===== config.mk =====
export PLATFORM = sky130hd
export DESIGN_NAME = uart_rx
export DESIGN_NICKNAME = d
export VERILOG_FILES = /design/src/rtl/uart_pkg.sv /design/src/rtl/sync_2ff.sv /design/src/rtl/uart_rx.sv
export SDC_FILE = /design/constraint.sdc
export NUM_CORES = 1
export LEC_CHECK = 0
export BUFFER_PORTS_ARGS = -buffer_cell sky130_fd_sc_hd__buf_2
export CORE_ASPECT_RATIO = 0.7
export CORE_UTILIZATION = 40
export CTS_CLUSTER_DIAMETER = 200
export DETAILED_ROUTE_END_ITERATION = 16
export PLACE_DENSITY = 0.7
export RECOVER_POWER = 100
export SKIP_LAST_GASP = 1
export SLEW_MARGIN = 10
export SYNTH_ARGS = -nofsm -noshare
export SYNTH_HDL_FRONTEND = slang
export SYNTH_HIERARCHICAL = 1
export SYNTH_SLANG_ARGS = --single-unit
export TNS_END_PERCENT = 5

===== constraint.sdc =====
create_clock -name clk -period 2 [get_ports clk]
set_input_delay 0.1 -clock clk [delete_from_list [all_inputs] [get_ports clk]]
set_output_delay 0.1 -clock clk [all_outputs]
set_load 0.05 [all_outputs]

===== src/rtl/uart_pkg.sv =====
// Shared UART definitions: baud rate, receiver state encoding and bit timing.
package uart_pkg;

  localparam int unsigned UART_BAUD = 100000;

  typedef enum logic [2:0] {
    s_idle  = 3'd0,
    s_start = 3'd1,
    s_data  = 3'd2,
    s_stop  = 3'd3,
    s_break = 3'd4
  } uart_state_t;

  // Clocks per bit; shared so transmitter and receiver agree on timing.
  function automatic int unsigned cycles_per_bit(input int unsigned clk_hz);
    return clk_hz / UART_BAUD;
  endfunction

endpackage


===== src/rtl/sync_2ff.sv =====
// Two-flop synchronizer for a single asynchronous input, with a selectable reset value.
module sync_2ff #(
  parameter logic RESET_VALUE = 1'b1
) (
  input  logic clk,
  input  logic reset,
  input  logic d,
  output logic q
);

  logic meta;

  always_ff @(posedge clk or posedge reset) begin
    if (reset) begin
      meta <= RESET_VALUE;
      q    <= RESET_VALUE;
    end else begin
      meta <= d;
      q    <= meta;
    end
  end

endmodule


===== src/rtl/uart_rx.sv =====
// 8N1 UART receiver: mid-bit sampling, one-cycle valid/frame_err pulses, break wait-out.
module uart_rx
  import uart_pkg::*;
#(
  parameter int unsigned CLK_HZ = 1000000
) (
  input  logic       clk,
  input  logic       reset,
  input  logic       UART_RX,
  output logic [7:0] data,
  output logic       valid,
  output logic       frame_err,
  output logic       busy
);

  localparam int unsigned CYCLES_PER_BIT = cycles_per_bit(CLK_HZ);
  localparam int unsigned HALF_BIT       = CYCLES_PER_BIT / 2;
  localparam int unsigned COUNTER_WIDTH  = $clog2(CYCLES_PER_BIT);

  localparam logic [COUNTER_WIDTH-1:0] BIT_LAST  = COUNTER_WIDTH'(CYCLES_PER_BIT - 1);
  localparam logic [COUNTER_WIDTH-1:0] HALF_LAST = COUNTER_WIDTH'(HALF_BIT - 1);
  localparam logic [COUNTER_WIDTH-1:0] CNT_ONE   = COUNTER_WIDTH'(1);

  logic rx_s;

  uart_state_t              state,     state_d;
  logic [COUNTER_WIDTH-1:0] counter,   counter_d;
  logic [2:0]               bit_idx,   bit_idx_d;
  logic [7:0]               shift,     shift_d;
  logic [7:0]               data_d;
  logic                     valid_d;
  logic                     frame_err_d;
  logic                     busy_d;

  sync_2ff #(
    .RESET_VALUE(1'b1)
  ) u_sync (
    .clk  (clk),
    .reset(reset),
    .d    (UART_RX),
    .q    (rx_s)
  );

  // State and output registers.
  always_ff @(posedge clk or posedge reset) begin
    if (reset) begin
      state     <= s_idle;
      counter   <= '0;
      bit_idx   <= '0;
      shift     <= '0;
      data      <= '0;
      valid     <= 1'b0;
      frame_err <= 1'b0;
      busy      <= 1'b0;
    end else begin
      state     <= state_d;
      counter   <= counter_d;
      bit_idx   <= bit_idx_d;
      shift     <= shift_d;
      data      <= data_d;
      valid     <= valid_d;
      frame_err <= frame_err_d;
      busy      <= busy_d;
    end
  end

  // Next-state and output logic.
  always_comb begin
    state_d     = state;
    counter_d   = counter;
    bit_idx_d   = bit_idx;
    shift_d     = shift;
    data_d      = data;
    valid_d     = 1'b0;
    frame_err_d = 1'b0;

    unique case (state)
      s_idle: begin
        counter_d = '0;
        if (!rx_s) state_d = s_start;
      end

      // Confirm the start bit half a bit later so short glitches are rejected.
      s_start: begin
        counter_d = counter + CNT_ONE;
        if (counter == HALF_LAST) begin
          counter_d = '0;
          state_d   = rx_s ? s_idle : s_data;
        end
      end

      s_data: begin
        counter_d = counter + CNT_ONE;
        if (counter == BIT_LAST) begin
          counter_d = '0;
          shift_d   = {rx_s, shift[7:1]};
          if (bit_idx == 3'd7) begin
            bit_idx_d = '0;
            state_d   = s_stop;
          end else begin
            bit_idx_d = bit_idx + 3'd1;
          end
        end
      end

      // Leaves for idle half a bit early so a following start edge is never missed.
      s_stop: begin
        counter_d = counter + CNT_ONE;
        if (counter == BIT_LAST) begin
          counter_d = '0;
          if (rx_s) begin
            data_d  = shift;
            valid_d = 1'b1;
            state_d = s_idle;
          end else begin
            frame_err_d = 1'b1;
            state_d     = s_break;
          end
        end
      end

      s_break: begin
        counter_d = '0;
        if (rx_s) state_d = s_idle;
      end

      default: begin
        counter_d = '0;
        bit_idx_d = '0;
        state_d   = s_idle;
      end
    endcase

    busy_d = (state_d != s_idle);
  end

endmodule


Word level (Yosys, flattened, before mapping)
Index checks and enable logic that the tools add are counted.
{ "word_totals": {"output_inout_bits": 11, "input_bits": 3, "register_bits": 31} }
{ "op_classes": {"reduce_logical": 7, "n_addsub": 2, "mux": 21, "eq_ne": 8, "n_bitwise": 1} }
{ "op_table": {"columns": ["operator", "n"], "rows": [
  ["2-to-1 mux 3 bit", 9],
  ["one-hot mux 3 bit (5 select lines)", 1],
  ["2-to-1 mux 4 bit", 2],
  ["one-hot mux 4 bit (2 select lines)", 1],
  ["== test 3 x 2 -> 1 bit (second input constant)", 2],
  ["== test 3 bit (second input constant)", 2],
  ["2-to-1 mux 1 bit", 6],
  ["one-hot mux 3 bit (2 select lines)", 1],
  ["adder 4 x 1 -> 4 bit (second input constant)", 1],
  ["== test 4 x 3 -> 1 bit (second input constant)", 1],
  ["== test 4 bit (second input constant)", 1],
  ["AND reduction 2 bit", 2],
  ["OR reduction 4 bit", 1],
  ["adder 3 x 1 -> 3 bit (second input constant)", 1],
  ["== test 3 x 1 -> 1 bit (second input constant)", 1],
  ["logical NOT 3 bit", 1],
  ["AND reduction 3 bit", 1],
  ["nonzero test 3 bit", 1],
  ["2-to-1 mux 2 bit", 1],
  ["!= test 2 bit (second input constant)", 1],
  ["OR reduction 2 bit", 1],
  ["NOT 1 bit", 1]
]} }

Depth between registers and ports, before layout
{ "depth": {"word_depth": 5, "ltp_mapped": 6, "ltp_nobuf": 6} }

Modules after synthesis
The synthesis kept the hierarchy.
{ "by_module_without_submodules": {"columns": ["module", "cells_each", "seq_area_each_um2", "n_inst", "area_per_inst_um2"], "rows": [
  ["uart_rx", 99, 725.7, 1, 1308.8],
  ["sync_2ff", 3, 52.6, 1, 56.3]
]} }

Worst setup path before layout
Ideal clock, no wire load.
{ "synth_timing": {"kind": "reg-to-reg", "start": "register counter[1]", "end": "register shift[0]", "stages_incl_launch_ff": 6, "n_path_buf": 0, "path_slack_ps": 421, "arrival_time_ps": 1454, "setup_time_ps": 125, "path_cell_list": "dfrtp_1 > inv_1 > ha_1 > nand4b_4 > nor3_4 > mux2_2"} }
{ "synth_via": {"elab_chain_cells": 2} }
{ "synth_rtl": {"columns": ["item", "line", "text"], "rows": [
  ["from (decl)", "uart_rx.sv:27", "logic [COUNTER_WIDTH-1:0] counter, counter_d;"],
  ["from (signal assigned)", "uart_rx.sv:57", "counter <= counter_d;"],
  ["== test 4 bit", "uart_rx.sv:94", "if (counter == BIT_LAST) begin"],
  ["AND reduction 2 bit (no source line)", null, null],
  ["to (signal assigned)", "uart_rx.sv:59", "shift <= shift_d;"],
  ["to (decl)", "uart_rx.sv:29", "logic [7:0] shift, shift_d;"]
]} }
No other way between the ends.
A chain may end at the register's enable or synchronous reset.

Final worst setup path
{ "layout_timing": {"start": "register counter[1]", "end": "register shift[6]"} }
Same word-level chain as after synthesis.

==> qor.csv <==
stage;metric;value;unit
run_status;result of the run;completed;
floorplanning;Boundary Pins;14;
finish;number of nets at the end of the flow;131;
finish;area added between synthesis and finish;13.7;%
logic_synthesis;area of the mapped netlist;1370;um^2
sta;number of max-slew violations in the final report;0;
global_routing;number of global-route vias before repair;813;
global_routing;total routing resource utilization after global routing;14.2;%
cts;clock tree from TritonCTS;built;
finish;fill count;291;
placement;final weighted congestion in routability-driven placement;0.852;
global_routing;first-pass GRT wire length;3750;um
floorplanning;starting density of the core;42.8;%
sta;RSZ-0062 raised after global routing;no;
critical_path;startpoint class of the critical path;flop;
logic_synthesis;Post-Synthesis Cells;102;
sta;Highest Clock Rate;566;MHz
logic_synthesis;count of cell types in the netlist;31;
floorplanning;width of the chip;71.8;um
logic_synthesis;Synth Net Count;110;
cts;clock slew at reported path FFs;0.06;ns
sta;transition time at the pin with the least slew margin;0.716;ns
routing;post-DR wirelength/cell;13.8;um
logic_synthesis;YS warnings;6;
critical_path;crit-path max cell delay;0.40;ns
cts;clock network latency to the later pin of the worst-skew pair;0.28;ns
placement;final HPWL from detailed placement;1610;um
power;PwrDens;1030;nW/um^2
cts;number of sinks handled by clock tree synthesis;31;
sta;total negative slack;0;ns
routing;vias per cell;5.10;
run;count of max-cap constraint violations;0;
power;LEAKAGE;0.762;nW
sta;minimum setup slack in the final design;0.233;ns
critical_path;required time of the critical path;2.16;ns
sta;Post-Route Skew;0.00538;ns
routing;post-route antenna net violation count;0;
sta;Tmin final;1.77;ns
power;peak supply drop;0.539;mV
critical_path;type of the setup path with the least slack;flop to flop;
critical_path;sequence of cells on the critical path;inv_1 > ha_1 > nand4b_4 > nor3_4 > mux2_2;
logic_synthesis;synthesized area divided by synthesized cell count;13.4;um^2
global_routing;global route total overflow;0;
critical_path;CP delay by family, top;simple AND/OR/NAND/NOR gates;
floorplanning;Die Outline Area;3650;um^2
cts;CTS root buf;clkbuf_8;
logic_synthesis;Post-synth top flop;dfrtp_1;
critical_path;slowest CP cell;dfrtp_1;
critical_path;Crit Path Max Fanout;10;
worst_hold_path;class of the worst hold path;flop to flop;
routing;overall via count from detail_route;827;
cts;CTS max path bufs;2;
routing;Routed Wire Length;2240;um
sta;Tcrit/Tclk final;88.3;%
critical_path;arrival time of data at the critical path endpoint;1.93;ns
finish;commonest cells after routing, fill and taps aside;dfrtp_1, mux2_2, clkbuf_1;
finish;fin util;48.6;%
finish;ratio of cells with drive above 1 in the final layout;25.8;%
routing;first-pass iteration count of the detailed router;4;
sta;worst slew margin relative to its limit;52.3;%
cts;number of CTS-inserted buffers;5;
finish;final antenna diode count;0;
logic_synthesis;share of async-settable or async-resettable flops after synthesis;100;%
logic_synthesis;share of the yosys chip area belonging to registers;57.0;%
floorplanning;row cnt;17;
placement;Place WS;0.237;ns
cts;buffers inserted by post-CTS timing repair;0;
logic_synthesis;number of synthesized register bits;31;
sta;count of endpoints failing setup in the final report;0;
floorplanning;core footprint;3190;um^2
critical_path;count of buffering cells on the critical path with inverters included;1;
routing;total DRC errors in the routed layout;0;
placement;number of port buffers;13;
critical_path;type of destination of the critical path;flop;
finish;most common library cell in the layout ignoring fill and taps;dfrtp_1;
sta;number of endpoints with negative hold slack in the final report;0;
floorplanning;height of the chip;50.9;um
cts;Clock H-tree levels;2;
routing;initial DRC count;57;
global_routing;largest net degree at the start of global routing;30;
global_routing;antenna violations before repair;0;
logic_synthesis;number of synthesized flops with an enable pin;0;
## routing by layer
layer  wire length (um)  GRT usage (%)
met4                 60           9.80
met2                958           20.0
met3                 80           4.14
met5                  0              0
met1               1140           19.0
## worst paths after layout
| kind | start | end | slack (ns) | cells past startpoint |
|---|---|---|---|---|
| hold / removal | u_sync/meta | u_sync/q | 0.36 | 0 |
| min in group asynchronous | reset | u_sync/meta | 0.37 | 3 |
| setup / recovery | counter[1] | shift[6] | 0.23 | 5 |
| hold reg to reg | u_sync/meta | u_sync/q | 0.36 | 0 |
| setup reg to reg | counter[1] | shift[6] | 0.23 | 5 |
| max in group asynchronous | reset | data[0] | 0.99 | 4 |
## sequential cells by signal (all words and copies together) (netlist names)
name and count:
frame_err 1, valid 1, busy 1, u_sync/meta 1, data 8, counter 4
shift 8, bit_idx 3, u_sync/q 1, state 3
## synthesized netlist by cell type (2+ instances only)
library cell / number / area, um^2
a21oi_1: 2 / 10.0
dfrtp_1: 29 / 726
dfstp_2: 2 / 52.6
ha_1: 5 / 62.6
inv_1: 9 / 33.8
mux2_2: 17 / 191
nand2_1: 3 / 11.3
nand3_1: 2 / 10.0
nand3b_1: 2 / 15.0
nor2_1: 9 / 33.8
o2bb2ai_1: 2 / 17.5
## metrics by stage
step	hold slack, ns	instance area (um^2)	cells	power [mW]
global placement	0.131	1470	152	1.14
floorplan	0.0115	1370	102	1.08
global route	0.364	1550	162	1.70
finish	0.358	1550	162	1.60
CTS	0.361	1570	162	1.62
detailed placement	0.145	1470	152	1.16
## area by class of cell
cell class / count / area [um^2] / share of cell area [%]
well taps: 38 / 47.5 / 3.06
clock inverters: 1 / 5.00 / 0.323
flip-flops and latches: 31 / 778 / 50.2
clock buffers: 7 / 76.3 / 4.92
repair buffers: 16 / 75.1 / 4.84
inverters: 9 / 33.8 / 2.18
multi-input cells: 60 / 536 / 34.5
## power breakdown
| group | internal (mW) | switching, mW | leakage (nW) |
|---|---|---|---|
| logic | 0.146 | 0.188 | 0.310 |
| registers | 0.704 | 0.104 | 0.410 |
| clock network | 0.243 | 0.214 | 0.0422 |
## cell families after synthesis
logic type / count (synthesis) / synth area share, %
AO/OA/AOI/OAI: 11 / 6.69
XOR/XNOR: 2 / 1.28
adder cells (fa/ha/maj): 5 / 4.58
buffers and inverters: 11 / 3.67
flip-flops: 31 / 57.0
multiplexers: 17 / 14.0
AND/OR/NAND/NOR: 25 / 12.7
## timing repair
item                       in CTS  in global routing
gates resized for setup         0                  0
hold buffers                    2                  0
hold endpoints to repair       32                  0
setup endpoints to repair       0                  0
Note: power is estimated with default switching activity, not from simulation.
